===== src/rtl/regs_bus_arb.sv =====
// regs_bus_arb: two-master arbiter/sequencer for the register-file bus.
//
// Accepts 4-phase requests from master 0 (UART command parser) and master 1
// (on-chip requester), grants them round-robin, turns each request into one
// slave bus cycle (write strobe or read request/ack) and bounds read waits
// with a timeout.
//
// Ports:
//   CK_i, ARST_i                    clock (rising edge), async active-high reset
//   Mn_REQ_i/WE_i/ADRs_i/WDATs_i    master n request level, direction, address, write data
//   Mn_ACK_o/ERR_o/RDATs_o          master n completion pulse, timeout flag, read data
//   S_ADRs_o/S_WDATs_o              slave address / write data, held per transaction
//   S_WT_o, S_RD_REQ_o              slave write strobe pulse, read request level
//   S_RD_ACK_i, S_RDATs_i           slave read done pulse and read data
//   GNTs_o, BUSY_o                  one-hot grant, sequencer busy
module regs_bus_arb #(
    parameter int C_DAT_W  = 8,
    parameter int C_ADR_W  = 4,
    parameter int C_TO_CYC = 200
) (
    input  logic               CK_i,
    input  logic               ARST_i,
    input  logic               M0_REQ_i,
    input  logic               M0_WE_i,
    input  logic [C_ADR_W-1:0] M0_ADRs_i,
    input  logic [C_DAT_W-1:0] M0_WDATs_i,
    output logic               M0_ACK_o,
    output logic               M0_ERR_o,
    output logic [C_DAT_W-1:0] M0_RDATs_o,
    input  logic               M1_REQ_i,
    input  logic               M1_WE_i,
    input  logic [C_ADR_W-1:0] M1_ADRs_i,
    input  logic [C_DAT_W-1:0] M1_WDATs_i,
    output logic               M1_ACK_o,
    output logic               M1_ERR_o,
    output logic [C_DAT_W-1:0] M1_RDATs_o,
    output logic [C_ADR_W-1:0] S_ADRs_o,
    output logic [C_DAT_W-1:0] S_WDATs_o,
    output logic               S_WT_o,
    output logic               S_RD_REQ_o,
    input  logic               S_RD_ACK_i,
    input  logic [C_DAT_W-1:0] S_RDATs_i,
    output logic [1:0]         GNTs_o,
    output logic               BUSY_o
);

    localparam int C_CNT_W = (C_TO_CYC > 1) ? $clog2(C_TO_CYC) : 1;
    localparam logic [C_CNT_W-1:0] C_CNT_LAST = C_CNT_W'(C_TO_CYC - 1);
    localparam logic [C_CNT_W-1:0] C_CNT_SAT  = {C_CNT_W{1'b1}};

    typedef enum logic [2:0] {
        ST_IDLE    = 3'd0,
        ST_WRITE   = 3'd1,
        ST_RD_WAIT = 3'd2,
        ST_DONE    = 3'd3,
        ST_REL     = 3'd4
    } state_t;

    state_t                   r_state;
    logic                     r_last;
    logic                     r_win;
    logic                     r_we;
    logic [C_CNT_W-1:0]       r_cnt;
    logic [C_ADR_W-1:0]       r_adr;
    logic [C_DAT_W-1:0]       r_wdat;
    logic                     r_wt;
    logic                     r_rd_req;
    logic                     r_busy;
    logic [1:0]               r_gnt;
    logic [1:0]               r_ack;
    logic [1:0]               r_err;
    logic [1:0][C_DAT_W-1:0]  r_rdat;

    logic                     w_any_req;
    logic                     w_win;
    logic                     w_win_we;
    logic [C_ADR_W-1:0]       w_win_adr;
    logic [C_DAT_W-1:0]       w_win_wdat;
    logic                     w_win_req;

    // Arbitration: on contention the master that was not served last wins.
    always_comb begin
        w_any_req = M0_REQ_i | M1_REQ_i;
        if (M0_REQ_i && M1_REQ_i) begin
            w_win = ~r_last;
        end else begin
            w_win = M1_REQ_i;
        end
        if (w_win) begin
            w_win_we   = M1_WE_i;
            w_win_adr  = M1_ADRs_i;
            w_win_wdat = M1_WDATs_i;
        end else begin
            w_win_we   = M0_WE_i;
            w_win_adr  = M0_ADRs_i;
            w_win_wdat = M0_WDATs_i;
        end
    end

    assign w_win_req = r_win ? M1_REQ_i : M0_REQ_i;

    // Transaction sequencer with all bus and master outputs registered.
    always_ff @(posedge CK_i or posedge ARST_i) begin
        if (ARST_i) begin
            r_state  <= ST_IDLE;
            r_last   <= 1'b1;
            r_win    <= 1'b0;
            r_we     <= 1'b0;
            r_cnt    <= '0;
            r_adr    <= '0;
            r_wdat   <= '0;
            r_wt     <= 1'b0;
            r_rd_req <= 1'b0;
            r_busy   <= 1'b0;
            r_gnt    <= 2'b00;
            r_ack    <= 2'b00;
            r_err    <= 2'b00;
            r_rdat   <= '0;
        end else begin
            r_wt  <= 1'b0;
            r_ack <= 2'b00;
            case (r_state)
                ST_IDLE: begin
                    if (w_any_req) begin
                        r_win  <= w_win;
                        r_we   <= w_win_we;
                        r_adr  <= w_win_adr;
                        r_wdat <= w_win_wdat;
                        r_gnt  <= w_win ? 2'b10 : 2'b01;
                        r_busy <= 1'b1;
                        r_cnt  <= '0;
                        if (w_win_we) begin
                            r_wt    <= 1'b1;
                            r_state <= ST_WRITE;
                        end else begin
                            r_rd_req <= 1'b1;
                            r_state  <= ST_RD_WAIT;
                        end
                    end else begin
                        r_state <= ST_IDLE;
                    end
                end
                ST_WRITE: begin
                    r_ack[r_win] <= 1'b1;
                    r_err[r_win] <= 1'b0;
                    r_state      <= ST_DONE;
                end
                ST_RD_WAIT: begin
                    // A slave ack in the timeout cycle still counts as success.
                    if (S_RD_ACK_i) begin
                        r_rd_req      <= 1'b0;
                        r_ack[r_win]  <= 1'b1;
                        r_err[r_win]  <= 1'b0;
                        r_rdat[r_win] <= S_RDATs_i;
                        r_state       <= ST_DONE;
                    end else if (r_cnt == C_CNT_LAST) begin
                        r_rd_req      <= 1'b0;
                        r_ack[r_win]  <= 1'b1;
                        r_err[r_win]  <= 1'b1;
                        r_rdat[r_win] <= {C_DAT_W{1'b1}};
                        r_state       <= ST_DONE;
                    end else if (r_cnt != C_CNT_SAT) begin
                        r_cnt <= r_cnt + C_CNT_W'(1);
                    end else begin
                        r_cnt <= r_cnt;
                    end
                end
                ST_DONE: begin
                    r_last  <= r_win;
                    r_state <= ST_REL;
                end
                ST_REL: begin
                    // Hold the grant until the winner finishes its handshake.
                    if (!w_win_req) begin
                        r_gnt   <= 2'b00;
                        r_busy  <= 1'b0;
                        r_state <= ST_IDLE;
                    end else begin
                        r_state <= ST_REL;
                    end
                end
                default: begin
                    r_gnt    <= 2'b00;
                    r_busy   <= 1'b0;
                    r_rd_req <= 1'b0;
                    r_state  <= ST_IDLE;
                end
            endcase
        end
    end

    assign M0_ACK_o   = r_ack[0];
    assign M0_ERR_o   = r_err[0];
    assign M0_RDATs_o = r_rdat[0];
    assign M1_ACK_o   = r_ack[1];
    assign M1_ERR_o   = r_err[1];
    assign M1_RDATs_o = r_rdat[1];
    assign S_ADRs_o   = r_adr;
    assign S_WDATs_o  = r_wdat;
    assign S_WT_o     = r_wt;
    assign S_RD_REQ_o = r_rd_req;
    assign GNTs_o     = r_gnt;
    assign BUSY_o     = r_busy;

endmodule


===== config.mk =====
export PLATFORM = sky130hd
export DESIGN_NAME = regs_bus_arb
export DESIGN_NICKNAME = d
export VERILOG_FILES = /design/src/rtl/regs_bus_arb.sv
export SDC_FILE = /design/constraint.sdc
export NUM_CORES = 1
export LEC_CHECK = 0
export ABC_CLOCK_PERIOD_IN_PS = 1800
export CAP_MARGIN = 30
export CORE_ASPECT_RATIO = 1.1
export CORE_MARGIN = 2
export CORE_UTILIZATION = 42
export CTS_BUF_LIST = sky130_fd_sc_hd__clkbuf_16
export CTS_CLUSTER_DIAMETER = 100
export DETAILED_ROUTE_END_ITERATION = 6
export PLACE_DENSITY = 0.81
export SLEW_MARGIN = 30
export SYNTH_ARGS = -nofsm -noshare
export SYNTH_HDL_FRONTEND = slang
export SYNTH_SLANG_ARGS = --single-unit

===== constraint.sdc =====
create_clock -name CK_i -period 1.8 [get_ports CK_i]
set_input_delay 0.36 -clock CK_i [delete_from_list [all_inputs] [get_ports CK_i]]
set_output_delay 0.36 -clock CK_i [all_outputs]
set_load 0.02 [all_outputs]

After elaboration in Yosys (flattened, before gate mapping) --
Cells that the tools add are included.
Word-level totals: bits in registers 50, input bits 39
Cells by class: add/subtract/negate cells 1, order comparisons 2, equality and inequality tests 13, multiplexer cells 44, bitwise gates (word level) 8, reductions and logical operators 14
Operators with widths (number):
- 2-to-1 mux 8 bit | 6
- 2-to-1 mux 16 bit | 2
- bitwise mux 16 bit | 1
- 2-to-1 mux 2 bit | 8
- OR 16 bit | 1
- one-hot mux 8 bit (2 select lines) | 1
- one-hot mux 3 bit (5 select lines) | 1
- 2-to-1 mux 1 bit | 13
- 2-to-1 mux 3 bit | 4
- inequality test 2 bit, second input constant | 6
- adder 8 x 1 -> 8 bit, second input constant | 1
- demux 8 bit (select 1 bit) | 1
- equality test 8 bit, second input constant | 1
- inequality test 8 bit, second input constant | 1
- one-hot mux 2 bit (2 select lines) | 2
- equality test 3 x 2 -> 1 bit, second input constant | 2
- one-hot mux 1 bit (3 select lines) | 2
- one-hot mux 2 bit (3 select lines) | 1
- AND reduction 2 bit | 3
- nonzero test 2 bit | 3
- OR reduction 3 bit | 2
- AND reduction 5 bit | 1
- 2-to-1 mux 4 bit | 1
- AND reduction 4 bit | 1
- 14 further kinds | 17

Depth between registers and ports, before layout --
Gate-level depths: netlist (run 1).
depth in word-level cells 8, gate-level depth with buffers 7, depth with buffers taken out 5

Worst setup path before layout (run 1) --
Ideal clock, no wire load.
kind reg2reg, from register r_state[2], to register r_cnt[4], data arrival time 1677 ps, required time 1669 ps, setup slack -8 ps, cell stages (with the launch flop) 6, clock period less this slack 1808 ps, path through dfrtp_1 buf_12 nor4b_4 nand3_2 and3_1 or3_1
On the way: longest elaborated chain between the ends 3, elaborated cells between the ends (all ways) 9, those cells by class 5 x eq/ne; 1 x mux; 3 x reduce/logical
Ends and longest elaborated chain:
- from (decl) | line 59 | state_t r_state;
- from (signal assigned) | line 105 | r_state <= ST_IDLE;
- from (signal assigned) | line 134 | r_state <= ST_WRITE;
- from (signal assigned) | line 137 | r_state <= ST_RD_WAIT;
- equality test 3 x 2 -> 1 bit or logical NOT 3 bit (tied branches) | line 122 | case (r_state)
- inequality test 2 bit (no line) or nonzero test 2 bit (tied branches)
- AND reduction 5 bit (no line)
- to (signal assigned) | line 163 | r_cnt <= r_cnt + C_CNT_W'(1);
- to (signal assigned) | line 165 | r_cnt <= r_cnt;
- to (decl) | line 63 | logic [C_CNT_W-1:0] r_cnt;
Parallel ways exist; a longest one is shown, timed or not. A chain may end at the register's enable or synchronous reset.

Worst setup path after layout (run 1) --
from register r_cnt[3], to register r_rdat, in the netlist M1_RDATs_o[0]
On the way: longest elaborated chain between the ends 3
Ends and longest elaborated chain:
- equality test 8 bit | line 156 | end else if (r_cnt == C_CNT_LAST) begin
- nonzero test 2 bit (no line)
- AND reduction 2 bit (no line)
- to (signal, indexed assignment) | line 154 | r_rdat[r_win] <= S_RDATs_i;
- to (signal, indexed assignment) | line 160 | r_rdat[r_win] <= {C_DAT_W{1'b1}};
- to (decl) | line 72 | logic [1:0][C_DAT_W-1:0] r_rdat;
Every way passes these cells.

==> results.ini, run 1 <==
[status]
status=complete, no violations

[sta]
rsz0062_at_grt=yes
clock_skew_ns=0.00344
tightest_slew_ns=0.364
timing.final.crit_share_pct=98.1
slew_viol_final=0
fmax_mhz=567
final-hold-violation-count=0
min_period_ns=1.76
slew_headroom_pct=75.6
setup_violations=0
setup_slack_ns=0.0350

[synth]
yosysWarningCount=0
synthesis.nets=255
synth_cell_types=47
synth_most_common_cell=dfrtp_1
ys_top_cells_by_area=dfrtp_1 51%, mux2i_1 7.1%, mux2_2 4.3%, o21ai_0 3.8%, a22o_1 3.3%
synth_top_area_share_pct=51.4
syn_avg_cell_area_um2=11.1
ys_seq_area_share_pct=52.5
syn_area_mm2=0.00238
ys.flop_type=dfrtp_1
synth_largest_area_cell=dfrtp_1
ys_seq_elements=50
ys_async_sr_fraction_pct=100
synth_cells=215
synth_common_cells=49 x dfrtp_1, 21 x nand2_1, 18 x o21ai_0, 17 x mux2i_1
synth_edf_count=0

[clock_network]
cts_hold_buf=0
cts_tree=done
cts_resized=0
clk_latency_ns=0.29
clock_path_buffers=2
root_buffer=clkbuf_16
clock-sinks=50
postCtsSetupBuffers=0
cts_max_level=2
cts_buffers=5
clkTransAtPathRegs_ns=0.07

[setup_path]
crit_required_ns=1.97
rr_endpoint=M1_RDATs_o[0]
critPathMaxStageDelay_ns=0.40
crit_type=flop to flop
worst_setup_path_start_kind=flop
reg2reg_depth=5
r2r_slack_ns=0.04
cp.arrival_ns=1.94
path_cells=or3_4 > o21bai_1 > and3_1 > buf_4 > mux2_2
critPathSlowestCell=or3_4
r2r-start=r_cnt[3]
cp-end-kind=flop
cp_max_fo=5

[floorplanning]
rows=28
start_util_pct=43.9
die_h_um=83.0
dieArea_mm2=0.00629
core-area_mm2=0.00543
die_w_um=75.8
num_io_pins=76

[detailed_routing]
vias_per_cell=5.27
drt_iter0_markers=76
drtPass1Iterations=4
via_count=2064
wire_per_inst_um=14.8
wl_um=5790
drc=0
ant_nets=0

[finish]
area_growth_pct=51.2
fin_util_pct=66.4
nFillCells=429
fin_nets=356
drive_above_1_share_pct=20.8
diodes=0

[global_route]
grt_max_degree=28
first_global_vias=2063
antenna_found_initial=0
overflow=0
track_usage_pct=19.0
grt_pass1_wl_um=9590

[power]
powerDensity_mw_per_mm2=1680
p_leak_nw=1.59
ir_worst_vdd_uv=1160

[min_path]
hold_class=primary input to asynchronous set/reset pin

[placement]
gp_congestion=0.866
port_buffers=75
post-place-ws_ns=-0.274
dp.final_hpwl_um=4380

[flow_run]
drv_cap=0

-- metrics by stage --
stage | cell area, um^2 | TNS, ns | hold slack [ns] | total power [mW] | cells
6_report | 3600 | 0 | 0.346 | 6.04 | 392
5_1_grt | 3600 | -0.248 | 0.372 | 6.39 | 392
4_1_cts | 3590 | 0 | 0.357 | 6.05 | 392
3_5_place_dp | 3410 | -5.27 | 0.472 | 4.94 | 384
3_3_place_gp | 3410 | -4.92 | 0.463 | 4.86 | 384
2_1_floorplan | 2390 | 0 | 0.451 | 3.60 | 215
-- per-layer routing --
metal	share of wire, %	GRT usage, %	up-vias
met5	0	0	-
met4	0.80	4.78	0
met3	8.3	3.88	5
met2	48	32.0	76
met1	43	24.5	994
li1	-	-	989
-- flip-flops by register name (all words and copies together) (netlist names), named ones only --
name	cells
r_win	1
M0_RDATs_o	8
S_RD_REQ_o	1
M1_RDATs_o	8
S_WT_o	1
r_state	3
S_ADRs_o	4
GNTs_o	2
BUSY_o	1
r_ack	2
r_last	1
S_WDATs_o	8
r_cnt	8
-- kinds of logic after synthesis --
family,after synthesis,share of synthesized area [%]
AND/OR/NAND/NOR,63,14.5
adder cells (fa/ha/maj),1,0.525
AO/OA/AOI/OAI,59,17.1
flip-flops,50,52.5
buffers and inverters,16,3.88
multiplexers,26,11.4
-- cell type report --
type	count	area [um^2]	share of cell area [%]
repair buffers	105	1000	27.8
inverters	5	18.8	0.521
multi-input cells	149	1060	29.4
clock inverters	3	48.8	1.35
clock buffers	5	125	3.47
well taps	75	93.8	2.60
flip-flops and latches	50	1260	34.9
-- power by group --
group / total (mW) / switching (mW) / leakage [nW] / internal [mW]
Sequential: 1.97 / 0.354 / 0.610 / 1.61
Combinational: 2.99 / 1.45 / 0.898 / 1.54
Clock: 1.09 / 0.422 / 0.0819 / 0.665
Total: 6.04 / 2.22 / 1.59 / 3.82
-- cells in the final DEF (no fill, tap or decap), types with 2 or more instances in the layout --
| cell | n |
|---|---|
| nand3_1 | 6 |
| clkbuf_16 | 5 |
| o31ai_1 | 2 |
| dfrtp_1 | 46 |
| nor3b_1 | 3 |
| nor2_1 | 6 |
| a31oi_1 | 5 |
| dfrtp_2 | 3 |
| nand4_1 | 2 |
| and3_1 | 6 |
| a21o_1 | 4 |
| nand2_1 | 20 |
| a21oi_1 | 6 |
| a22o_1 | 9 |
| mux2i_1 | 17 |
| o21ai_0 | 17 |
| mux2_2 | 9 |
| o21bai_1 | 3 |
| clkdlybuf4s50_1 | 75 |
| buf_12 | 2 |
| buf_4 | 28 |
| nand2b_1 | 8 |
| inv_1 | 4 |
-- worst max path at each step --
stage | startpoint | end | slack [ns] | depth (start not counted)
2_1_floorplan | r_state[0] | r_cnt[4] | 0.01 | 5
3_3_place_gp | S_RD_ACK_i | r_cnt[4] | -0.23 | 5
3_5_place_dp | S_RD_ACK_i | r_cnt[4] | -0.27 | 5
4_1_cts | S_RD_ACK_i | r_cnt[4] | 0.04 | 5
5_1_grt | r_cnt[3] | M1_RDATs_o[0] | -0.04 | 5
6_report | r_cnt[3] | M1_RDATs_o[0] | 0.04 | 5
-- critical path: cells and delay by family, from the launching register on --
kind | cells | cell delay [ns]
AOI/OAI and AO/OA | 1 | 0.18
buffers and inverters | 1 | 0.15
DFF | 1 | 0.39
muxes | 1 | 0.33
and+or+nand+nor | 2 | 0.60
Note: power is estimated with default switching activity, not from simulation.
==> inputs of run 2 (changes only) <==
- CORE_UTILIZATION: 42 -> 33
- PLACE_DENSITY: 0.81 -> 0.66
==> run 2 against run 1 <==
Against the previous run:
- worst setup slack improved by 0.043 ns
- critical path depth unchanged
- cell count increased by 3.1%
- wire length decreased by 2.2%
- power decreased by 2.9%
- register-to-register slack improved by 0.04 ns
- combinational power about the same
- critical endpoint is now M1_RDATs_o[2]
- core utilization decreased by 15 points
==> results.ini, run 2 (synthesis results as in run 1) <==
[status]
status=complete, no violations

[clock_network]
cts_max_level=2  ; unchanged
root_buffer=clkbuf_16
clock-sinks=50  ; unchanged
cts_tree=done
clock_path_buffers=2  ; unchanged
clkTransAtPathRegs_ns=0.07  ; about the same
clk_latency_ns=0.29  ; about the same
cts_buffers=5  ; unchanged
cts_hold_buf=0  ; unchanged

[finish]
area_growth_pct=51.0
diodes=0  ; unchanged
layout.cells.non_filler=404  ; +3.1%
final_common_cell=clkdlybuf4s50_1
final_area_mm2=0.00360  ; -0.10%
nFillCells=646  ; +51%
mostFrequentLayoutCells=75 x clkdlybuf4s50_1, 49 x dfrtp_1, 30 x buf_4
drive_above_1_share_pct=20.1  ; -0.76 points
multi_input_area_mm2=0.00106  ; -0.24%
ff_latch_area_mm2=0.00125  ; -0.30%
fin_nets=358  ; +0.56%

[sta]
timing.final.crit_share_pct=95.7  ; -2.4 points
setup_violations=0  ; unchanged
slew_viol_final=0  ; unchanged
slew_headroom_pct=72.8  ; -2.8 points
setup_slack_ns=0.0776  ; +0.0426 ns
fmax_mhz=581  ; +2.5%
whs_ns=0.383  ; +0.0369 ns
clock_skew_ns=0.00812  ; +0.00468 ns
tightest_slew_ns=0.408  ; +0.0435 ns
min_period_ns=1.72  ; -0.0426 ns
final-hold-violation-count=0  ; unchanged

[placement]
post-place-ws_ns=-0.210  ; +0.0637 ns
placedInstanceArea_mm2=0.00343  ; +0.37%
gp_congestion=0.793  ; -8.4%
dp.final_hpwl_um=4260  ; -2.6%
place_inst=394  ; +2.6%
port_buffers=75  ; unchanged

[detailed_routing]
via_count=1967  ; -4.7%
wire_per_inst_um=14.0  ; -5.2%
vias_per_cell=4.87  ; -7.5%
wl_um=5660  ; -2.2%
ant_nets=0  ; unchanged
drt_iter0_markers=61  ; -20%
drtPass1Iterations=4  ; unchanged
drc=0  ; unchanged

[min_path]
hold_class=primary input to asynchronous set/reset pin

[flow_run]
drv_cap=0  ; unchanged

[floorplanning]
die_w_um=85.0  ; +12%
dieArea_mm2=0.00792  ; +26%
rows=32  ; +14%
die_h_um=93.1  ; +12%
start_util_pct=34.0  ; -9.9 points
num_io_pins=76  ; unchanged
core-area_mm2=0.00701  ; +29%

[power]
p_leak_nw=1.59  ; about the same
seq_power_share_pct=32.9  ; +0.3 points
p_clk_share_pct=16.2  ; -1.8 points
power_mw=5.86  ; -2.9%
ir_worst_vdd_uv=939  ; -19%
p_int_mw=3.68  ; -3.7%
swShare_pct=37.3  ; +0.53 points
powerDensity_mw_per_mm2=1630  ; -2.8%
power.switching_mw=2.19  ; -1.5%
p_comb_share_pct=50.8  ; +1.4 points

[setup_path]
cp-end-kind=flop
crit_required_ns=1.98  ; about the same
cp_max_fo=5  ; unchanged
cp.arrival_ns=1.90  ; -0.04 ns
worst_setup_path_start_kind=flop
crit_type=flop to flop

[global_route]
grt_pass1_wl_um=9450  ; -1.4%
track_usage_pct=14.8  ; -4.2 points
antenna_found_initial=0  ; unchanged
first_global_vias=1965  ; -4.8%
overflow=0  ; unchanged
grt_max_degree=27  ; -3.6%

## run 2: changes by cell type in the layout (fill, tap and decap cells not counted), sizes merged
| cell | before | now |
|---|---|---|
| clkinvlp | 1 | 2 |
| buf | 30 | 32 |
| bufinv | 1 | 0 |
## run 2: final timing paths
| path | slack [ns] | from | depth (start not counted) | endpoint |
|---|---|---|---|---|
| max in group asynchronous | 0.92 | ARST_i | 3 | S_WDATs_o[7] |
| min in group CK_i | 0.48 | r_cnt[7] | 1 | r_cnt[7] |
| min | 0.38 | ARST_i | 2 | S_WDATs_o[0] |
| max reg2reg | 0.08 | r_cnt[4] | 5 | M1_RDATs_o[2] |
| min reg2reg | 0.48 | r_cnt[7] | 1 | r_cnt[7] |
| max | 0.08 | r_cnt[4] | 5 | M1_RDATs_o[2] |
## run 2: cell type report
cell class	count	share of cell area (%)
clock buffer	5	3.48
clock inverter	3	0.660
inverter	5	0.521
multi-input combinational	149	29.4
sequential	50	34.8
tap	85	2.95
timing repair buffer	107	28.2
## run 2: timing repair
item / CTS / global route
endpoints found under the setup margin: 0 / 16
buffers inserted: 0 / 2
gates resized for setup: 0 / 4
## run 2: critical path: stages (launching register included)
cell and delay (ns):
dfrtp_1 0.40, or3_4 0.38, o21bai_2 0.16, and3_4 0.20, buf_4 0.14, mux2_2 0.33
## run 2: power by group through the flow
stage | Clock [mW] | Sequential [mW] | Combinational, mW
after floorplan | 0 | 2.34 | 1.26
after global placement | 0 | 1.95 | 2.91
after detailed placement | 0 | 1.95 | 2.97
after CTS | 0.975 | 1.94 | 2.98
after global routing | 1.02 | 2.01 | 3.27
final | 0.953 | 1.93 | 2.98
## run 2: layer usage
layer  vias up  wire length (um)  part of all wire, %  global-route usage, %
met5         -                 0                    0                      0
met2        61              2560                   45                   24.0
met3         5               421                  7.4                   4.50
met1       913              2630                   46                   19.6
met4         0                48                 0.85                   3.17
li1        988                 -                    -                      -
## run 2: through the flow
step                      util (%)  setup TNS (ns)
after global placement        48.9           -4.24
after CTS                     51.0               0
after floorplan                  -               0
final                         51.4               0
after global routing          51.4       -0.000315
after detailed placement      48.9           -4.48
